**config.mk**
```make
export PLATFORM = sky130hd
export DESIGN_NAME = cdc_xfer_arbiter
export DESIGN_NICKNAME = d
export VERILOG_FILES = /design/src/rtl/cdc_xfer_arbiter.sv
export SDC_FILE = /design/constraint.sdc
export NUM_CORES = 1
export LEC_CHECK = 0
export CAP_MARGIN = 20
export CORE_UTILIZATION = 40
export DETAILED_ROUTE_END_ITERATION = 7
export PLACE_DENSITY = 0.81
export SYNTH_ARGS = -nofsm -noshare
export SYNTH_HDL_FRONTEND = slang
export SYNTH_SLANG_ARGS = --single-unit
```
**constraint.sdc**
```tcl
create_clock -name src_clk -period 2.7 [get_ports src_clk]
set_input_delay 0.54 -clock src_clk [delete_from_list [all_inputs] [get_ports src_clk]]
set_output_delay 0.54 -clock src_clk [all_outputs]
set_load 0.01 [all_outputs]
```
**src/rtl/cdc_xfer_arbiter.sv**
```systemverilog
// Source-domain arbiter sharing one req/ack CDC channel among NUM_REQ requesters.
// Round-robin grant, one transfer in flight, per-requester done/err pulses and ack timeout.
module cdc_xfer_arbiter #(
  parameter int NUM_REQ = 4,
  parameter int DATA_W  = 32,
  parameter int ID_W    = 2,
  parameter int TIMEOUT = 1023
) (
  input  logic                      src_clk,
  input  logic                      src_rst,
  input  logic [NUM_REQ-1:0]        req,
  input  logic [NUM_REQ*DATA_W-1:0] req_data,
  output logic [NUM_REQ-1:0]        done,
  output logic [NUM_REQ-1:0]        err,
  output logic                      busy,
  output logic                      xfer_req,
  output logic [DATA_W-1:0]         xfer_data,
  output logic [ID_W-1:0]           xfer_id,
  input  logic                      ack_sync
);

  typedef enum logic [2:0] {
    ST_IDLE    = 3'd0,
    ST_SETUP   = 3'd1,
    ST_REQ_HI  = 3'd2,
    ST_REQ_LO  = 3'd3,
    ST_FIN     = 3'd4,
    ST_RECOVER = 3'd5
  } state_t;

  localparam int                 CNT_W   = (TIMEOUT > 0) ? $clog2(TIMEOUT + 1) : 1;
  localparam logic [CNT_W-1:0]   CNT_MAX = CNT_W'(TIMEOUT);
  localparam logic [ID_W-1:0]    LAST_ID = ID_W'(NUM_REQ - 1);
  localparam logic [NUM_REQ-1:0] ONE_HOT = {{(NUM_REQ-1){1'b0}}, 1'b1};

  state_t              state_r, state_s;
  logic [ID_W-1:0]     ptr_r, ptr_s, next_ptr_s;
  logic [CNT_W-1:0]    cnt_r, cnt_s;
  logic                grant_any_s, hi_any_s;
  logic [ID_W-1:0]     grant_idx_s, hi_idx_s, lo_idx_s;
  logic [DATA_W-1:0]   grant_data_s;
  logic [NUM_REQ-1:0]  done_s, err_s;
  logic                busy_s, xfer_req_s;
  logic [DATA_W-1:0]   xfer_data_s;
  logic [ID_W-1:0]     xfer_id_s;

  // Circular priority scan: lowest set index at/above the pointer wins, else lowest overall.
  always_comb begin
    hi_any_s    = 1'b0;
    hi_idx_s    = {ID_W{1'b0}};
    grant_any_s = 1'b0;
    lo_idx_s    = {ID_W{1'b0}};
    for (int j = NUM_REQ - 1; j >= 0; j--) begin
      if (req[j] && (ID_W'(j) >= ptr_r)) begin
        hi_any_s = 1'b1;
        hi_idx_s = ID_W'(j);
      end else begin
        hi_any_s = hi_any_s;
      end
      if (req[j]) begin
        grant_any_s = 1'b1;
        lo_idx_s    = ID_W'(j);
      end else begin
        grant_any_s = grant_any_s;
      end
    end
    grant_idx_s = hi_any_s ? hi_idx_s : lo_idx_s;
  end

  // Payload mux for the winning requester.
  always_comb begin
    grant_data_s = {DATA_W{1'b0}};
    for (int j = 0; j < NUM_REQ; j++) begin
      if (ID_W'(j) == grant_idx_s) begin
        grant_data_s = req_data[j*DATA_W +: DATA_W];
      end else begin
        grant_data_s = grant_data_s;
      end
    end
  end

  assign next_ptr_s = (xfer_id == LAST_ID) ? {ID_W{1'b0}} : xfer_id + {{(ID_W-1){1'b0}}, 1'b1};

  // Next-state logic and next values of every registered output.
  always_comb begin
    state_s     = state_r;
    ptr_s       = ptr_r;
    cnt_s       = cnt_r;
    xfer_data_s = xfer_data;
    xfer_id_s   = xfer_id;
    case (state_r)
      ST_IDLE: begin
        // A lingering ack from an aborted transfer must drain before a new grant.
        if (!ack_sync && grant_any_s) begin
          state_s     = ST_SETUP;
          xfer_data_s = grant_data_s;
          xfer_id_s   = grant_idx_s;
        end else begin
          state_s = ST_IDLE;
        end
      end
      ST_SETUP: begin
        state_s = ST_REQ_HI;
        cnt_s   = {CNT_W{1'b0}};
      end
      ST_REQ_HI: begin
        if (ack_sync) begin
          state_s = ST_REQ_LO;
          cnt_s   = {CNT_W{1'b0}};
        end else if ((TIMEOUT != 0) && (cnt_r == CNT_MAX)) begin
          state_s = ST_RECOVER;
        end else begin
          cnt_s = cnt_r + {{(CNT_W-1){1'b0}}, 1'b1};
        end
      end
      ST_REQ_LO: begin
        if (!ack_sync) begin
          state_s = ST_FIN;
        end else if ((TIMEOUT != 0) && (cnt_r == CNT_MAX)) begin
          state_s = ST_RECOVER;
        end else begin
          cnt_s = cnt_r + {{(CNT_W-1){1'b0}}, 1'b1};
        end
      end
      ST_FIN: begin
        state_s = ST_IDLE;
        ptr_s   = next_ptr_s;
      end
      ST_RECOVER: begin
        if (!ack_sync) begin
          state_s = ST_IDLE;
          ptr_s   = next_ptr_s;
        end else begin
          state_s = ST_RECOVER;
        end
      end
      default: begin
        state_s = ST_IDLE;
      end
    endcase
    busy_s     = (state_s != ST_IDLE);
    xfer_req_s = (state_s == ST_REQ_HI);
    done_s     = (state_s == ST_FIN) ? (ONE_HOT << xfer_id) : {NUM_REQ{1'b0}};
    err_s      = ((state_s == ST_RECOVER) && (state_r != ST_RECOVER)) ?
                 (ONE_HOT << xfer_id) : {NUM_REQ{1'b0}};
  end

  // State, pointer, counter and output registers.
  always_ff @(posedge src_clk) begin
    if (src_rst) begin
      state_r   <= ST_IDLE;
      ptr_r     <= {ID_W{1'b0}};
      cnt_r     <= {CNT_W{1'b0}};
      done      <= {NUM_REQ{1'b0}};
      err       <= {NUM_REQ{1'b0}};
      busy      <= 1'b0;
      xfer_req  <= 1'b0;
      xfer_data <= {DATA_W{1'b0}};
      xfer_id   <= {ID_W{1'b0}};
    end else begin
      state_r   <= state_s;
      ptr_r     <= ptr_s;
      cnt_r     <= cnt_s;
      done      <= done_s;
      err       <= err_s;
      busy      <= busy_s;
      xfer_req  <= xfer_req_s;
      xfer_data <= xfer_data_s;
      xfer_id   <= xfer_id_s;
    end
  end

endmodule

```
==> flow_summary_export.csv, run 1 <==
group,metric,value,unit
sta,holdWs,483,ps
setup_path,cp_max_fo,8,
drt,drc,0,
global_routing,antenna_found_initial,0,
sta,period_minus_slack,2320,ps
setup_path,crit_path_max_incr_delay,590,ps
cts,cts.path.max_buffers,2,
flow_run,cap_violations,0,
setup_path,worst-path-buf-inv,2,
finish,layout_commonest_cell,"clkdlybuf4s50_1",
floorplanning,die-height,94.8,um
yosys,synth_top_family_by_area,"compound AO/OA/AOI/OAI gates",
cts,ctsResizeCount,0,
global_routing,grt_pass1_vias,3274,
yosys,ys_types,47,
setup_path,cp_slowest_cell,"or4_4",
yosys,synthMuxAreaShare,9.88,%
cts,h-tree-depth,3,
cts,cts_root_buffer,"clkbuf_8",
floorplanning,num_io_pins,179,
yosys,synth-simple-area-share,13.5,%
worst_hold_path,min_path_type,"flip-flop to flip-flop",
setup_path,setup.worst_path.end_class,"flip-flop",
global_routing,grt_max_degree,33,
power_and_ir_drop,vdd_drop_max,0.262,mV
cts,clock_sinks,59,
status,status,"completed",
sta,setup-violations-final,0,
yosys,synth.ff_latch_count,59,
setup_path,worst_ep_arrival_time,2530,ps
sta,rsz0062_at_grt,"no",
global_routing,use_met3,6.04,%
power_and_ir_drop,power.leakage,2.07,nW
sta,fin_ws,377,ps
placed_design,hpwl,8460,um
yosys,synth-compound-area-share,30.7,%
placed_design,gp_congestion,0.880,
cts,insertion_delay,330,ps
drt,totalWireLength,10800,um
yosys,ys_seq_area_share,34.3,%
sta,hold_viol,0,
global_routing,overflow,0,
setup_path,cp.depth,7,
setup_path,reg2regPathDepth,5,
power_and_ir_drop,power_density,431,mW/mm^2
yosys,synthAdderAreaFrac,1.82,%
yosys,synthArstFlopShare,0,%
cts,cts_tree,"yes",
drt,wl_per_cell,17.0,um
drt,ant_nets,0,
finish,nets,663,
sta,period_share,86.0,%
yosys,syn-num-nets,477,
setup_path,cp_top_family,"simple AND/OR/NAND/NOR gates",
setup_path,critPathKind,"input port to flip-flop",
yosys,yosys.area.top_type_share,34.3,%
yosys,ys_warn_count,0,
global_routing,grt_use_total,23.1,%
floorplanning,rows,33,
floorplanning,die_w,94.8,um
sta,setup_total_negative_slack,0,ps
finish,regArea,0.00118,sq mm
global_routing,grt.busiest_layer,"met2",
yosys,syn_avg_cell_area,10.2,sq um
finish,layout_common_cells,"clkdlybuf4s50_1, dfxtp_1, inv_1",
sta,worstMarginPinSlew,463,ps
finish,syn_to_final_growth,63.3,%
setup_path,worstSetupStartpointType,"input port",
cts,numCtsBuffers,9,
drt,viasPerCell,5.26,
yosys,synth_xor_xnor_area_share,1.53,%
global_routing,grt_pass1_wl,15900,um
yosys,synth_largest_area_cell,"dfxtp_1",
sta,relSlewSlack,69.1,%
finish,multi_input_area,0.00200,sq mm
sta,maxClockFrequency,430,MHz
setup_path,cp.required,2910,ps
yosys,syn_inst,337,
finish,drive_gt1_share,21.0,%
cts,hold_buffers,0,
sta,drv_slew,0,
global_routing,use_met1,24.9,%
global_routing,grt_util_met2,43.1,%
sta,fin_worst_skew,8.91,ps
yosys,synth_edf_count,0,
placed_design,pre_cts_ws,31.9,ps
yosys,syn_area,0.00345,sq mm
yosys,synth_ff_type,"dfxtp_1",
floorplanning,core_area,0.00826,sq mm
cts,postCtsSetupRepairBufs,0,
worst_hold_path,hold-path-cell-count,2,
setup_path,cp_cell_sequence,"clkdlybuf4s50_1, or4_4, and3_4, and4_2, buf_4, a22oi_2, o221ai_2",
floorplanning,die-area,0.00899,sq mm
finish,final.fill_count,683,
cts,clkTransAtPathRegs,70,ps
finish,diodes,0,
drt,dr_total_vias,3331,
yosys,synth_area_leaders,"dfxtp_1, o221ai_2, a22oi_2",
floorplanning,start_util,41.7,%
finish,utilization,68.2,%
drt,first_pass_iters,4,
drt,drt_iter0_markers,146,
placed_design,port_buffers,178,
==> final cells by class <==
type / instances / share of cell area, %
inverter: 35 / 2.33
multi-input combinational: 221 / 35.6
sequential: 59 / 21.0
timing repair buffer: 197 / 35.3
clock inverter: 7 / 1.22
tap: 105 / 2.33
clock buffer: 9 / 2.20
==> worst paths after layout <==
kind	startpoint	endpoint	slack, ps
max	req[2]	xfer_data[26]$_SDFFE_PP0N_	380
min	xfer_data[20]$_SDFFE_PP0N_	xfer_data[20]$_SDFFE_PP0N_	480
max reg2reg	state_r[1]$_SDFF_PP0_	cnt_r[8]$_SDFFE_PP0P_	740
min reg2reg	xfer_data[20]$_SDFFE_PP0N_	xfer_data[20]$_SDFFE_PP0N_	480
==> stage by stage <==
step / area, sq um / instances / power [mW]
2_1_floorplan: 3450 / 337 / 1.27
3_3_place_gp: 5440 / 617 / 1.65
3_5_place_dp: 5440 / 617 / 1.67
4_1_cts: 5630 / 633 / 2.46
5_1_grt: 5630 / 633 / 2.55
6_report: 5630 / 633 / 2.43
==> kinds of logic (layout without fill, tap and decap cells) <==
family / Yosys count / in the layout
multiplexers: 34 / 34
adder cells (fa/ha/maj): 5 / 5
AO/OA/AOI/OAI: 95 / 95
XOR/XNOR: 6 / 6
flip-flops: 59 / 59
buffers and inverters: 57 / 248
AND/OR/NAND/NOR: 81 / 81
==> flip-flops by register name (all words and copies together) (netlist names), 2 cells and up <==
name       flops
cnt_r         10
done           4
err            4
ptr_r          2
state_r        3
xfer_data     32
xfer_id        2
==> Yosys cell counts (2+ instances only) <==
cell and number:
dfxtp_1 59, inv_1 35, mux2i_1 34, a22oi_2 30, o221ai_2 30, nor2_1 19
a21oi_1 16, buf_2 13, nand2_1 12, nand3_1 8, and3_1 5, clkbuf_1 5
ha_1 5, nor2b_1 5, nor3_1 5, xnor2_1 5, and4bb_2 4, nand2b_1 4
nor4_1 4, o21ai_0 4, a211oi_1 3, buf_12 3, a22oi_1 2, nor3_2 2
nor3b_1 2, or3_1 2
==> worst register-to-register path: cells and delay by family, from the launching register on <==
family | cells | cell delay, ps
AO/OA/AOI/OAI | 3 | 760
AND/OR/NAND/NOR | 2 | 550
flip-flops | 1 | 570
==> power by group <==
group          switching, mW  total (mW)  internal [mW]
logic                  0.265       0.666          0.401
clock network          0.363       0.785          0.422
registers             0.0481       0.977          0.929
total                  0.677        2.43           1.75
==> metal layers <==
layer | routed length [um] | up-vias
met5 | 0 | -
met4 | 163 | 0
met3 | 767 | 12
met2 | 5670 | 124
met1 | 4180 | 1566
li1 | - | 1629
No activity file was read; power rests on OpenSTA's default activity.
==> run 2, diff against run 1 <==
--- a/config.mk
+++ b/config.mk
@@ -6,6 +6,7 @@
 export NUM_CORES = 1
 export LEC_CHECK = 0
 export CAP_MARGIN = 20
+export CORE_MARGIN = 5
 export CORE_UTILIZATION = 40
 export DETAILED_ROUTE_END_ITERATION = 7
 export PLACE_DENSITY = 0.81
==> flow_summary_export.csv, run 2 (same netlist as run 1, synthesis figures left out) <==
group,metric,value,unit
status,status,"completed",
global_routing,antenna_found_initial,0,
global_routing,overflow,0,
finish,multi_input_area,0.00200,sq mm
cts,h-tree-depth,3,
floorplanning,num_io_pins,179,
power_and_ir_drop,vdd_drop_max,0.351,mV
setup_path,worst_ep_arrival_time,2500,ps
sta,period_minus_slack,2280,ps
cts,insertion_delay,340,ps
cts,clock_sinks,59,
cts,postCtsSetupRepairBufs,0,
finish,drive_gt1_share,21.2,%
sta,rsz0062_at_grt,"no",
cts,ctsResizeCount,0,
finish,largestRegisters,"xfer_data x32, cnt_r x10",
global_routing,grt_pass1_wl,17400,um
worst_hold_path,min_path_type,"flip-flop to flip-flop",
placed_design,place_area,0.00546,sq mm
setup_path,worst-r2r-setup-slack,670,ps
cts,clkTransAtPathRegs,70,ps
finish,layout_common_cells,"clkdlybuf4s50_1, dfxtp_1, inv_1",
power_and_ir_drop,power_density,448,mW/mm^2
drt,ant_nets,0,
sta,fin_worst_skew,11.8,ps
setup_path,reg2regPathDepth,6,
placed_design,gp_congestion,0.837,
setup_path,cp_max_fo,18,
finish,final.fill_count,632,
setup_path,cp.required,2910,ps
drt,drc,0,
placed_design,port_buffers,178,
power_and_ir_drop,power.leakage,2.09,nW
sta,holdWs,471,ps
setup_path,startpoint,"req[3]",
drt,drt_iter0_markers,116,
drt,wl_per_cell,18.3,um
sta,relSlewSlack,66.2,%
floorplanning,start_util,41.5,%
power_and_ir_drop,p_total,2.55,mW
finish,diodes,0,
drt,first_pass_iters,4,
cts,numCtsBuffers,9,
flow_run,cap_violations,0,
sta,maxClockFrequency,438,MHz
drt,viasPerCell,5.27,
worst_hold_path,hold-path-cell-count,2,
floorplanning,die-area,0.0106,sq mm
placed_design,hpwl,9180,um
cts,cts.path.max_buffers,2,
floorplanning,core_area,0.00830,sq mm
setup_path,worstSetupStartpointType,"input port",
global_routing,grt_use_total,21.1,%
drt,totalWireLength,11600,um
global_routing,grt_pass1_vias,3449,
sta,hold_viol,0,
finish,regArea,0.00118,sq mm
sta,setup_total_negative_slack,0,ps
worst_hold_path,min_from,"ptr_r[0]$_SDFFE_PP0P_",
setup_path,critPathKind,"input port to flip-flop",
sta,drv_slew,0,
floorplanning,rows,33,
cts,cts_tree,"yes",
sta,period_share,84.6,%
worst_hold_path,whs_endpoint,"ptr_r[0]$_SDFFE_PP0P_",
setup_path,setup.worst_path.end_class,"flip-flop",
finish,largest_register,"xfer_data",
floorplanning,die-height,103,um
sta,worstMarginPinSlew,503,ps
cts,cts_root_buffer,"clkbuf_8",
setup_path,r2r-start,"state_r[1]$_SDFF_PP0_",
cts,hold_buffers,0,
global_routing,grt_max_degree,28,
finish,largest_reg_flops,32,
finish,layout_commonest_cell,"clkdlybuf4s50_1",
finish,nets,665,
drt,dr_total_vias,3339,
setup_path,worstReg2RegEnd,"xfer_data[23]$_SDFFE_PP0N_",
finish,stdcell_area,0.00568,sq mm
finish,syn_to_final_growth,64.8,%
sta,setup-violations-final,0,
floorplanning,die_w,103,um
[run 2: changes by cell type in the layout (fill, tap and decap cells not counted)]
cell / delta
clkbuf_8: +1
clkinv_4: -1
buf_12: +1
clkinvlp_4: -1
buf_4: +1
clkinv_2: -1
bufinv_16: +1
[run 2: how the worst max path moves through the flow]
| stage | end | slack, ps | cells after the start |
|---|---|---|---|
| finish | xfer_data[12]$_SDFFE_PP0N_ | 420 | 7 |
| global route | xfer_data[22]$_SDFFE_PP0N_ | 340 | 7 |
| CTS | xfer_data[12]$_SDFFE_PP0N_ | 430 | 7 |
| detailed placement | xfer_data[12]$_SDFFE_PP0N_ | 80 | 7 |
| global placement | xfer_data[22]$_SDFFE_PP0N_ | 100 | 7 |
| floorplan | xfer_data[21]$_SDFFE_PP0N_ | 590 | 7 |
[run 2: report_power, final]
group,internal [mW],switching [mW]
combinational,0.404,0.269
clock,0.536,0.356
sequential,0.929,0.0505
total,1.87,0.676
[run 2: worst max-delay path, cell delays in order]
cell	delay, ps
clkdlybuf4s50_1	440
or4_4	570
and3_4	200
and4_2	250
buf_12	180
a22oi_2	210
o221ai_2	110
[run 2: final cells by class]
type                       instances  area share [%]
clock buffer                      10            2.42
clock inverter                     5            1.37
sequential                        59            20.8
inverter                          35            2.31
tap                              105            2.31
timing repair buffer             199            35.5
multi-input combinational        221            35.3
[run 2: through the flow]
step,utilization (%),setup WS [ps],std cells
detailed placement,65.8,76.8,619
finish,68.4,416,634
floorplan,-,593,337
global route,68.4,335,634
CTS,68.4,430,634
global placement,65.8,104,619
[run 2: per-layer routing]
metal | share of wire [%] | GRT usage, % | wire [um]
met5 | 0 | 0 | 0
met4 | 1.5 | 5.98 | 173
met3 | 8.6 | 5.55 | 993
met2 | 51 | 38.1 | 5900
met1 | 39 | 24.5 | 4520
